--- config.mk ---
export PLATFORM = sky130hd
export DESIGN_NAME = imem_loader
export DESIGN_NICKNAME = d
export VERILOG_FILES = /design/src/rtl/imem_loader.sv
export SDC_FILE = /design/constraint.sdc
export NUM_CORES = 1
export LEC_CHECK = 0
export CORE_MARGIN = 3
export CORE_UTILIZATION = 45
export CTS_BUF_LIST = sky130_fd_sc_hd__clkbuf_8
export DETAILED_ROUTE_END_ITERATION = 8
export GPL_TIMING_DRIVEN = 0
export PLACE_DENSITY_LB_ADDON = 0.3
export SKIP_CTS_REPAIR_TIMING = 1
export SYNTH_ARGS = -nofsm -noshare
export SYNTH_HDL_FRONTEND = slang
export SYNTH_SLANG_ARGS = --single-unit
export TNS_END_PERCENT = 50
--- constraint.sdc ---
create_clock -name clk -period 3.3 [get_ports clk]
set_input_delay 0.33 -clock clk [delete_from_list [all_inputs] [get_ports clk]]
set_output_delay 0.33 -clock clk [all_outputs]
set_load 0.05 [all_outputs]
--- src/rtl/imem_loader.sv ---
// -----------------------------------------------------------------------------
// imem_loader
//   Streams a program image from a byte source into instruction memory while
//   holding the CPU. Frame format: 16-bit big-endian word count N followed by
//   4*N bytes. Every 4-byte group becomes one big-endian 32-bit word.
//   Words beyond memory capacity are dropped and flag a sticky overflow.
//
// Ports
//   clk       : clock, rising edge
//   rst_n     : asynchronous active-low reset
//   start     : one-cycle load request, accepted only in IDLE
//   in_valid  : source presents a byte
//   in_data   : stream byte
//   in_ready  : loader accepts the byte (transfer = in_valid & in_ready)
//   im_we     : instruction-memory word write strobe
//   im_addr   : word-aligned byte address of the write
//   im_wdata  : assembled instruction word
//   cpu_hold  : freezes the CPU while a load is in progress
//   done      : one-cycle pulse at load completion
//   overflow  : sticky, frame carried more words than memory holds
// -----------------------------------------------------------------------------
module imem_loader #(
   parameter int unsigned ADDR_W = 12
) (
   input  logic              clk,
   input  logic              rst_n,
   input  logic              start,
   input  logic              in_valid,
   input  logic [7:0]        in_data,
   output logic              in_ready,
   output logic              im_we,
   output logic [ADDR_W-1:0] im_addr,
   output logic [31:0]       im_wdata,
   output logic              cpu_hold,
   output logic              done,
   output logic              overflow
);

   localparam int unsigned CAPACITY = 1 << (ADDR_W - 2);

   typedef enum logic [2:0] {
      S_IDLE,
      S_LEN_HI,
      S_LEN_LO,
      S_DATA,
      S_WRITE,
      S_DONE
   } state_t;

   state_t      r_state;
   state_t      w_next;
   logic [15:0] r_count;
   logic [15:0] r_widx;
   logic [1:0]  r_bcnt;
   logic [31:0] r_word;
   logic        r_overflow;

   logic        w_xfer;
   logic        w_full;
   logic        w_last;
   logic [15:0] w_widx_inc;

   assign w_xfer     = in_valid & in_ready;
   assign w_widx_inc = r_widx + 16'd1;
   assign w_last     = (w_widx_inc == r_count);
   // Index at or past capacity: the word is dropped rather than wrapped.
   assign w_full     = (32'(r_widx) >= CAPACITY);

   assign im_wdata = r_word;
   assign overflow = r_overflow;

   always_ff @(posedge clk or negedge rst_n) begin
      if (!rst_n) begin
         r_state <= S_IDLE;
      end else begin
         r_state <= w_next;
      end
   end

   always_comb begin
      w_next   = r_state;
      in_ready = 1'b0;
      im_we    = 1'b0;
      im_addr  = '0;
      cpu_hold = 1'b1;
      done     = 1'b0;
      case (r_state)
         S_IDLE: begin
            cpu_hold = 1'b0;
            if (start) w_next = S_LEN_HI;
         end
         S_LEN_HI: begin
            in_ready = 1'b1;
            if (in_valid) w_next = S_LEN_LO;
         end
         S_LEN_LO: begin
            in_ready = 1'b1;
            if (in_valid) begin
               w_next = ({r_count[15:8], in_data} == 16'd0) ? S_DONE : S_DATA;
            end
         end
         S_DATA: begin
            in_ready = 1'b1;
            if (in_valid && (r_bcnt == 2'd3)) w_next = S_WRITE;
         end
         S_WRITE: begin
            if (!w_full) begin
               im_we   = 1'b1;
               im_addr = {r_widx[ADDR_W-3:0], 2'b00};
            end
            w_next = w_last ? S_DONE : S_DATA;
         end
         S_DONE: begin
            cpu_hold = 1'b0;
            done     = 1'b1;
            w_next   = S_IDLE;
         end
         default: begin
            cpu_hold = 1'b0;
            w_next   = S_IDLE;
         end
      endcase
   end

   always_ff @(posedge clk or negedge rst_n) begin
      if (!rst_n) begin
         r_count    <= '0;
         r_widx     <= '0;
         r_bcnt     <= '0;
         r_word     <= '0;
         r_overflow <= 1'b0;
      end else begin
         case (r_state)
            S_IDLE: begin
               if (start) begin
                  r_count    <= '0;
                  r_widx     <= '0;
                  r_bcnt     <= '0;
                  r_overflow <= 1'b0;
               end
            end
            S_LEN_HI: if (w_xfer) r_count[15:8] <= in_data;
            S_LEN_LO: if (w_xfer) r_count[7:0]  <= in_data;
            S_DATA: begin
               if (w_xfer) begin
                  r_word <= {r_word[23:0], in_data};
                  r_bcnt <= r_bcnt + 2'd1;
               end
            end
            S_WRITE: begin
               r_widx <= w_widx_inc;
               if (w_full) r_overflow <= 1'b1;
            end
            default: ;
         endcase
      end
   end

endmodule

==> flow_metrics.env, run 1 <==
export IMPL_status="complete, no violations"
export IMPL_seq_area_frac_synth=0.4701
export IMPL_synth_ff_latch_count=70
export IMPL_endpoint_kind="output pin"
export IMPL_skew_ns=0.009058
export IMPL_grt_total_usage=0.1916
export IMPL_grt_pass1_wl_mm=14.75
export IMPL_multiInputGateArea_um2=1792
export IMPL_ir_drop_uv=877.2
export IMPL_synthSimpleGateAreaFrac=0.1619
export IMPL_drt_wl_total_mm=8.852
export IMPL_syn_instance_count=369
export IMPL_clkLatencyLatePin_ns=0.34
export IMPL_cp_slowest_cell="clkdlybuf4s50_1"
export IMPL_synth_xor_area_frac=0.05541
export IMPL_cellPowerDensity_nw_per_um2=1053
export IMPL_met1Wirelength_mm=3.900
export IMPL_critPathLaunchType="register"
export IMPL_path_common_cell="clkbuf_1"
export IMPL_layout_drive_gt1_share=0.1584
export IMPL_setup_tns_ns=0
export IMPL_initial_core_util=0.4724
export IMPL_worst_pin_slew_ns=0.8931
export IMPL_syn_to_final_growth_pct=24.58
export IMPL_layout_nets=453
export IMPL_place_congestion=0.9386
export IMPL_io_pins=61
export IMPL_antenna_found_initial=0
export IMPL_arrival_ns=2.67
export IMPL_drt_first_pass_iters=5
export IMPL_crit_type="register to output pin"
export IMPL_cp_max_fo=10
export IMPL_post_route_period_util=0.9092
export IMPL_reg2reg_slack_ns=0.81
export IMPL_dpl_hpwl_mm=6.356
export IMPL_fill_cells=656
export IMPL_async_reset_ff_frac=1.000
export IMPL_regArea_um2=1752
export IMPL_htreeDepth=3
export IMPL_grt_setup_unrepaired="no"
export IMPL_avgSynthCellArea_um2=10.10
export IMPL_post_drt_wl_per_cell_um=16.27
export IMPL_power_leakage_uw=0.001932
export IMPL_yosys_cell_types_count=49
export IMPL_synth_top_family_by_area="simple AND/OR/NAND/NOR gates"
export IMPL_max_slew_margin=0.4000
export IMPL_via_per_inst=5.618
export IMPL_syn_cell_area_um2=3726
export IMPL_max_clock_path_buffers=2
export IMPL_path_cells="clkbuf_1, nor2_2, nand2_1, clkbuf_1, nor3_1, clkdlybuf4s50_1"
export IMPL_initialDrtViolationCount=175
export IMPL_root_buffer="clkbuf_8"
export IMPL_dr_max_layer_used="met4"
export IMPL_antenna_left=0
export IMPL_drv_cap=0
export IMPL_drc=0
export IMPL_cts_tree="yes"
export IMPL_cts_buffers=9
export IMPL_slowest_delay_ns=0.83
export IMPL_final_min_clock_period_ns=3.000
export IMPL_vias=3056
export IMPL_slew_viol_final=0
export IMPL_coreArea_um2=7888
export IMPL_yosysWarnings=0
export IMPL_die_area_um2=9408
export IMPL_diodes=0
export IMPL_hold_path_class="input pin to async pin"
export IMPL_hold_viol_final=0
export IMPL_cts_sinks=70
export IMPL_ys_flop_type="dfrtp_1"
export IMPL_path_clk_slew_ns=0.08
export IMPL_synth_edff_count=0
export IMPL_grt_remaining_overflow=0
export IMPL_numPortBuffers=57
export IMPL_fin_util=0.5885
export IMPL_wl_met3_um=608
export IMPL_wl_met2_mm=4.122
export IMPL_rows=32
export IMPL_muxShareOfSynthArea=0.1101
export IMPL_synth_compound_area_share=0.1400
export IMPL_max_freq_mhz=333.3
export IMPL_grt_max_degree=71
export IMPL_grt_pass1_vias=3044
export IMPL_synth_fa_ha_area_frac=0.01007
export IMPL_finalSetupViolCount=0
export IMPL_required_ns=2.97
export IMPL_fp_dieH_um=97.00
export IMPL_die_w_um=97.00
-- synth_stat cells, types with 2 or more instances --
master	n	area (um^2)
o211ai_1	3	22.52
buf_4	4	30.03
nand2_1	35	131.4
nor2b_1	2	12.51
o41ai_1	2	17.52
o21ai_0	38	190.2
mux2_2	32	360.4
clkbuf_1	14	52.55
xnor2_1	13	113.9
nor4_1	8	50.05
nor4_2	2	25.02
nand4_1	15	93.84
a21oi_1	12	60.06
mux2i_1	5	50.05
a22o_1	2	17.52
o31ai_1	8	60.06
and2_1	9	56.30
o22ai_1	2	12.51
a31oi_1	3	18.77
buf_2	5	25.02
nor2_1	17	63.81
nand3_1	7	35.03
dfrtp_1	70	1752
nor3_1	6	30.03
inv_1	15	56.30
buf_6	2	22.52
nand2b_1	2	12.51
a2111oi_0	3	26.28
ha_1	3	37.54
xor2_1	8	70.07
and3_1	4	25.02
-- sequential cells by signal, indices dropped and copies added (netlist names) --
name      count
r_bcnt        2
r_state       3
r_count      16
overflow      1
r_widx       16
im_wdata     32
-- per-layer routing --
metal  GRT usage  vias up
li1            -     1458
met1      0.2466     1462
met2      0.2988      113
met3     0.05263       23
met4     0.09179        0
met5           0        -
-- placed cells by master (no fill, tap or decap), drive strengths merged, types with 2 or more instances in the layout --
| cell type | n |
|---|---|
| xor2 | 8 |
| o41ai | 2 |
| buf | 12 |
| and4 | 2 |
| a22o | 2 |
| nand4 | 15 |
| o22ai | 2 |
| nor3 | 6 |
| clkbuf | 24 |
| nor2 | 17 |
| bufinv | 2 |
| conb | 2 |
| mux2 | 32 |
| nand3 | 8 |
| clkdlybuf4s50 | 56 |
| nor2b | 2 |
| nor4 | 10 |
| mux2i | 5 |
| a2111oi | 4 |
| o21ai | 39 |
| inv | 15 |
| and3 | 5 |
| dfrtp | 70 |
| a21oi | 12 |
| nand2 | 35 |
| ha | 3 |
| xnor2 | 13 |
| a31oi | 3 |
| nand2b | 2 |
| and2 | 9 |
| clkinv | 4 |
| o211ai | 3 |
| o31ai | 8 |
-- final cells by class --
class,instances,area share
Clock inverter,6,0.01887
Tap cell,102,0.02749
Timing Repair Buffer,57,0.1224
Inverter,15,0.01213
Sequential cell,70,0.3774
Clock buffer,9,0.02668
Multi-Input combinational cell,259,0.3860
Buffer,26,0.02911
-- through the flow --
stage	power [uW]	cells	hold WS (ns)	setup slack, ns	cell area [um^2]
floorplan	3349	370	0.03441	0.6794	3730
detailed placement	4142	529	0.4880	0.5196	4425
global placement	4087	529	0.4821	-0.4410	4428
global route	5178	544	0.1641	0.05760	4642
finish	4889	544	0.09621	0.2995	4642
CTS	4912	544	0.1288	0.1246	4637
-- critical path: cells and delay by family (launching register included) --
family        cells  cell delay [ns]
flops             1             0.36
simple gates      3             0.67
buf+inv           3             1.29
-- logic make-up (layout without fill, tap and decap cells) --
group | count (synthesis) | after routing
buffers and inverters | 41 | 113
XOR/XNOR | 22 | 22
multiplexers | 37 | 37
adder cells (fa/ha/maj) | 3 | 3
flip-flops | 70 | 70
AND/OR/NAND/NOR | 115 | 115
other | 1 | 2
AO/OA/AOI/OAI | 80 | 80
-- final timing paths --
path                                              from                      end  depth (start not counted)
worst min register to register  r_count[7]$_DFFE_PN0P_   r_count[7]$_DFFE_PN0P_                          2
min in group clk                r_count[7]$_DFFE_PN0P_   r_count[7]$_DFFE_PN0P_                          2
worst max register to register   r_widx[0]$_DFFE_PN0P_   r_state[1]$_DFFE_PN0P_                          7
max in group asynchronous                        rst_n  im_wdata[3]$_DFFE_PN0P_                          1
worst max-delay path            r_state[0]$_DFFE_PN0P_               im_addr[5]                          6
worst min-delay path                             rst_n   r_widx[10]$_DFFE_PN0P_                          1
-- where the power goes --
group / leakage (uW) / total [uW] / switching [uW] / internal (uW)
logic: 0.000935 / 2620 / 1630 / 998
registers: 0.000887 / 1520 / 293 / 1230
clock network: 0.000109 / 746 / 325 / 421
total: 0.00193 / 4890 / 2240 / 2640
Power figures use the tool's default switching activity.
==> inputs of run 2 (changes only) <==
--- a/config.mk
+++ b/config.mk
@@ -6,11 +6,12 @@
 export NUM_CORES = 1
 export LEC_CHECK = 0
 export CORE_MARGIN = 3
-export CORE_UTILIZATION = 45
+export CORE_UTILIZATION = 55
 export CTS_BUF_LIST = sky130_fd_sc_hd__clkbuf_8
 export DETAILED_ROUTE_END_ITERATION = 8
 export GPL_TIMING_DRIVEN = 0
 export PLACE_DENSITY_LB_ADDON = 0.3
+export SETUP_SLACK_MARGIN = 0.2
 export SKIP_CTS_REPAIR_TIMING = 1
 export SYNTH_ARGS = -nofsm -noshare
 export SYNTH_HDL_FRONTEND = slang
==> constraint.sdc (replaced) <==
create_clock -name clk -period 2.9 [get_ports clk]
set_input_delay 0.29 -clock clk [delete_from_list [all_inputs] [get_ports clk]]
set_output_delay 0.29 -clock clk [all_outputs]
set_load 0.05 [all_outputs]
==> flow_metrics.env, run 2 (synthesis gave the netlist of run 1 again) <==
export IMPL_dpl_hpwl_mm=6.360
export IMPL_worst_pin_slew_ns=0.8818
export IMPL_layout_commonest_cell="dfrtp_1"
export IMPL_hold_path_class="input pin to async pin"
export IMPL_path_clk_slew_ns=0.08
export IMPL_root_buffer="clkbuf_8"
export IMPL_regArea_um2=1752
export IMPL_die_area_um2=7799
export IMPL_final_cell_mix="70 x dfrtp_1, 45 x clkdlybuf4s50_1, 38 x o21ai_0"
export IMPL_grt_total_usage=0.2554
export IMPL_setup_tns_ns=0
export IMPL_endpoint_kind="output pin"
export IMPL_antenna_left=0
export IMPL_drt_wl_total_mm=9.445
export IMPL_die_w_um=88.31
export IMPL_grt_pass1_vias=3081
export IMPL_fill_cells=483
export IMPL_status="complete, no violations"
export IMPL_max_freq_mhz=365.5
export IMPL_diodes=0
export IMPL_crit_type="register to output pin"
export IMPL_numPortBuffers=57
export IMPL_max_slew_margin=0.4121
export IMPL_drc=0
export IMPL_cts_buffers=9
export IMPL_grt_remaining_overflow=0
export IMPL_place_congestion=0.9009
export IMPL_power_leakage_uw=0.002039
export IMPL_via_per_inst=5.996
export IMPL_coreArea_um2=6459
export IMPL_whs_ns=0.04926
export IMPL_drt_first_pass_iters=5
export IMPL_io_pins=61
export IMPL_htreeDepth=3
export IMPL_layout_drive_gt1_share=0.1738
export IMPL_slew_viol_final=0
export IMPL_drv_cap=0
export IMPL_final_min_clock_period_ns=2.736
export IMPL_multiInputGateArea_um2=1792
export IMPL_rows=29
export IMPL_largest_register_ffs=32
export IMPL_skew_ns=0.01150
export IMPL_critPathLaunchType="register"
export IMPL_arrival_ns=2.45
export IMPL_post_route_period_util=0.9435
export IMPL_cellPowerDensity_nw_per_um2=1224
export IMPL_hold_viol_final=0
export IMPL_cp_max_fo=10
export IMPL_max_clock_path_buffers=2
export IMPL_fp_dieH_um=88.31
export IMPL_required_ns=2.61
export IMPL_grt_pass1_wl_mm=15.20
export IMPL_vias=3118
export IMPL_cts_tree="yes"
export IMPL_post_drt_wl_per_cell_um=18.16
export IMPL_layout_nets=453
export IMPL_initialDrtViolationCount=245
export IMPL_finalSetupViolCount=0
export IMPL_fin_util=0.7145
export IMPL_initial_core_util=0.5769
export IMPL_grt_setup_unrepaired="yes"
export IMPL_reg2reg_from="r_widx[0]$_DFFE_PN0P_"
export IMPL_grt_max_degree=71
export IMPL_clkLatencyLatePin_ns=0.35
export IMPL_antenna_found_initial=0
export IMPL_ir_drop_uv=1037
export IMPL_cts_sinks=70
export IMPL_syn_to_final_growth_pct=23.84
export IMPL_crit_start="r_state[0]$_DFFE_PN0P_"
run 2: changes by cell type in the layout (fill, tap and decap cells not counted), sizes merged:
cell / before / now
dlymetal6s2s: 0 / 5
clkinv: 4 / 2
clkbuf: 24 / 32
clkdlybuf4s50: 56 / 45
clkinvlp: 0 / 1
run 2: through the flow:
stage	setup slack, ns	instance area (um^2)	std cells	total power [uW]
2_1_floorplan	0.3194	3730	370	3811
4_1_cts	-0.2554	4627	520	5665
3_5_place_dp	0.1446	4394	504	4705
3_3_place_gp	-0.7880	4397	504	4632
6_report	0.1639	4614	520	5650
5_1_grt	0.01631	4614	520	5964
run 2: worst paths after layout:
path                                             to  slack [ns]  cells after the start
max in group asynchronous   r_count[13]$_DFFE_PN0P_        2.26                      1
min reg2reg                im_wdata[26]$_DFFE_PN0P_        0.51                      1
min                           r_widx[2]$_DFFE_PN0P_        0.05                      1
max                                            done        0.16                      4
max reg2reg                  r_state[1]$_DFFE_PN0P_        0.35                      7
min in group clk             r_state[0]$_DFFE_PN0P_        0.47                      4
run 2: worst max-delay path, cell delays in order (launching register included):
cell,delay [ns]
dfrtp_1,0.33
clkbuf_1,0.33
clkbuf_1,0.40
and3_1,0.24
clkdlybuf4s50_1,0.80
run 2: where the power goes:
group | total (uW) | internal, uW | leakage, uW | switching [uW]
Sequential | 1750 | 1390 | 0.000887 | 352
Clock | 899 | 531 | 0.000116 | 368
Combinational | 3010 | 1140 | 0.00104 | 1870
Total | 5650 | 3060 | 0.00204 | 2590
run 2: layout make-up:
class	count	share of cell area
inverter	15	0.01220
buffer	26	0.02928
multi-input combinational	259	0.3883
tap	77	0.02088
sequential	70	0.3796
clock buffer	11	0.03281
clock inverter	5	0.01762
timing repair buffer	57	0.1193
run 2: per-layer routing:
layer	GRT usage	wire length, um	vias up
met5	0	0	-
met4	0.09066	153	0
met3	0.07635	630	20
met2	0.4222	4603	115
met1	0.3193	4057	1523
li1	-	-	1460
==> edit, RTL diff (flow settings as in run 2) <==
Set the parameter `ADDR_W` to 13 (it was 12).
--- a/src/rtl/imem_loader.sv
+++ b/src/rtl/imem_loader.sv
@@ -22,3 +22,3 @@
 module imem_loader #(
-   parameter int unsigned ADDR_W = 12
+   parameter int unsigned ADDR_W = 13
 ) (
Ports: changed (resized im_addr); port bits go from 61 to 62. No check against the original RTL was run, so the function may have changed too.
==> edit against run 2 <==
Total power shrank 6.5%. Wire length shrank 2.1%. Sequential share of layout area grew 1.5 points. Synthesized cell count grew 11%. Sequential power grew 3%. Global-route usage grew 0.27 points. Worst setup slack gained 0.0090 ns. Die area shrank 2.9%. Clock power shrank 14%. Critical path depth grew 1. Final area shrank 3.7%. Synthesized area shrank 3.2%. Sequential cell count is the same. Critical endpoint is now im_addr[6].
==> edit: results (changes against run 2) <==
| Metric | Value |
|---|---|
| Global routing usage on met1 | `34.75% (was 31.93%)` |
| Power Clock | `775 uW (was 899 uW)` |
| Result of the run | `finished, final reports clean (unchanged)` |
| Sw Share | `47.85% (was 45.80%)` |
| Final RePlAce weighted congestion | `0.8936 (was 0.9009)` |
| Seq/total area | `39.41% (was 37.96%)` |
| Largest clock skew in the final design | `0.009659 ns (was 0.01150 ns)` |
| Detailed-routed wire length on met3 | `670 um (was 630 um)` |
| Share of the synthesized netlist area taken by xor and xnor gates | `6.519% (was 5.541%)` |
| Port bufs | `59 (was 57)` |
| Met1 wire length | `3875 um (was 4057 um)` |
| Number of placed instances with taps included | `543 (was 504)` |
| Clock-cell share | `4.307% (was 5.043%)` |
| Syn_area_per_cell | `8.844 um2 (was 10.10 um2)` |
| Met2 demand-to-capacity share in global routing | `41.13% (was 42.22%)` |
| Share of cells above drive strength 1 | `10.12% (was 17.38%)` |
| Drt via density | `5.778 (was 5.996)` |
| Highest ir drop seen on vdd | `937.2 uV (was 1037 uV)` |
| Layout multi-input combinational cell count | `310 (was 259)` |
| Non-clock buffers, area share | `15.15% (was 14.86%)` |
| Top delay family on crit path | `simple AND/OR/NAND/NOR gates (was buffers and inverters)` |
| Share of the final layout cell area in multi-input gates | `38.68% (was 38.83%)` |
| Highest-delay cell along the critical path | `sky130_fd_sc_hd__or4_1 (was sky130_fd_sc_hd__clkdlybuf4s50_1)` |
| Tightest Pin Transition | `0.9425 ns (was 0.8818 ns)` |
| Multiplexer share of the synthesized area | `0.2774% (was 11.01%)` |
| Vias in the first global route | `3,174 (was 3,081)` |
| DRC marker count from the first detailed-route iteration | `337 (was 245)` |
| Filler Cell Count | `461 (was 483)` |
| Post-synth top cells | `134 x sky130_fd_sc_hd__nand2_1, 70 x sky130_fd_sc_hd__dfrtp_1, 36 x sky130_fd_sc_hd__o21ai_0, 20 x sky130_fd_sc_hd__nor2_1, 19 x sky130_fd_sc_hd__xnor2_1 (was 70 x sky130_fd_sc_hd__dfrtp_1, 38 x sky130_fd_sc_hd__o21ai_0, 35 x sky130_fd_sc_hd__nand2_1, 32 x sky130_fd_sc_hd__mux2_2, 17 x sky130_fd_sc_hd__nor2_1)` |
| Pwr/cell area | `1189 mW/mm2 (was 1224 mW/mm2)` |
## edit: worst paths after layout
| kind | end | cells after the start | start | slack [ns] |
|---|---|---|---|---|
| min in group clk | im_wdata[28] | 2 | im_wdata[28] | 0.48 |
| worst min register to register | im_wdata[28] | 2 | im_wdata[28] | 0.48 |
| worst min-delay path | r_widx[3] | 1 | rst_n | 0.05 |
| worst max-delay path | im_addr[6] | 5 | r_widx[14] | 0.17 |
| worst max register to register | r_state[2] | 7 | r_widx[0] | 0.54 |
| max in group asynchronous | r_count[13] | 1 | rst_n | 2.27 |
## edit: per-stage QoR
stage | hold slack [ns] | TNS, ns | cell area (um2)
global placement | 0.4573 | -55.78 | 4297
detailed placement | 0.4595 | -0.2569 | 4294
floorplan | -0.005591 | 0 | 3612
finish | 0.05399 | 0 | 4444
CTS | 0.08715 | -4.368 | 4486
global route | 0.1121 | 0 | 4444
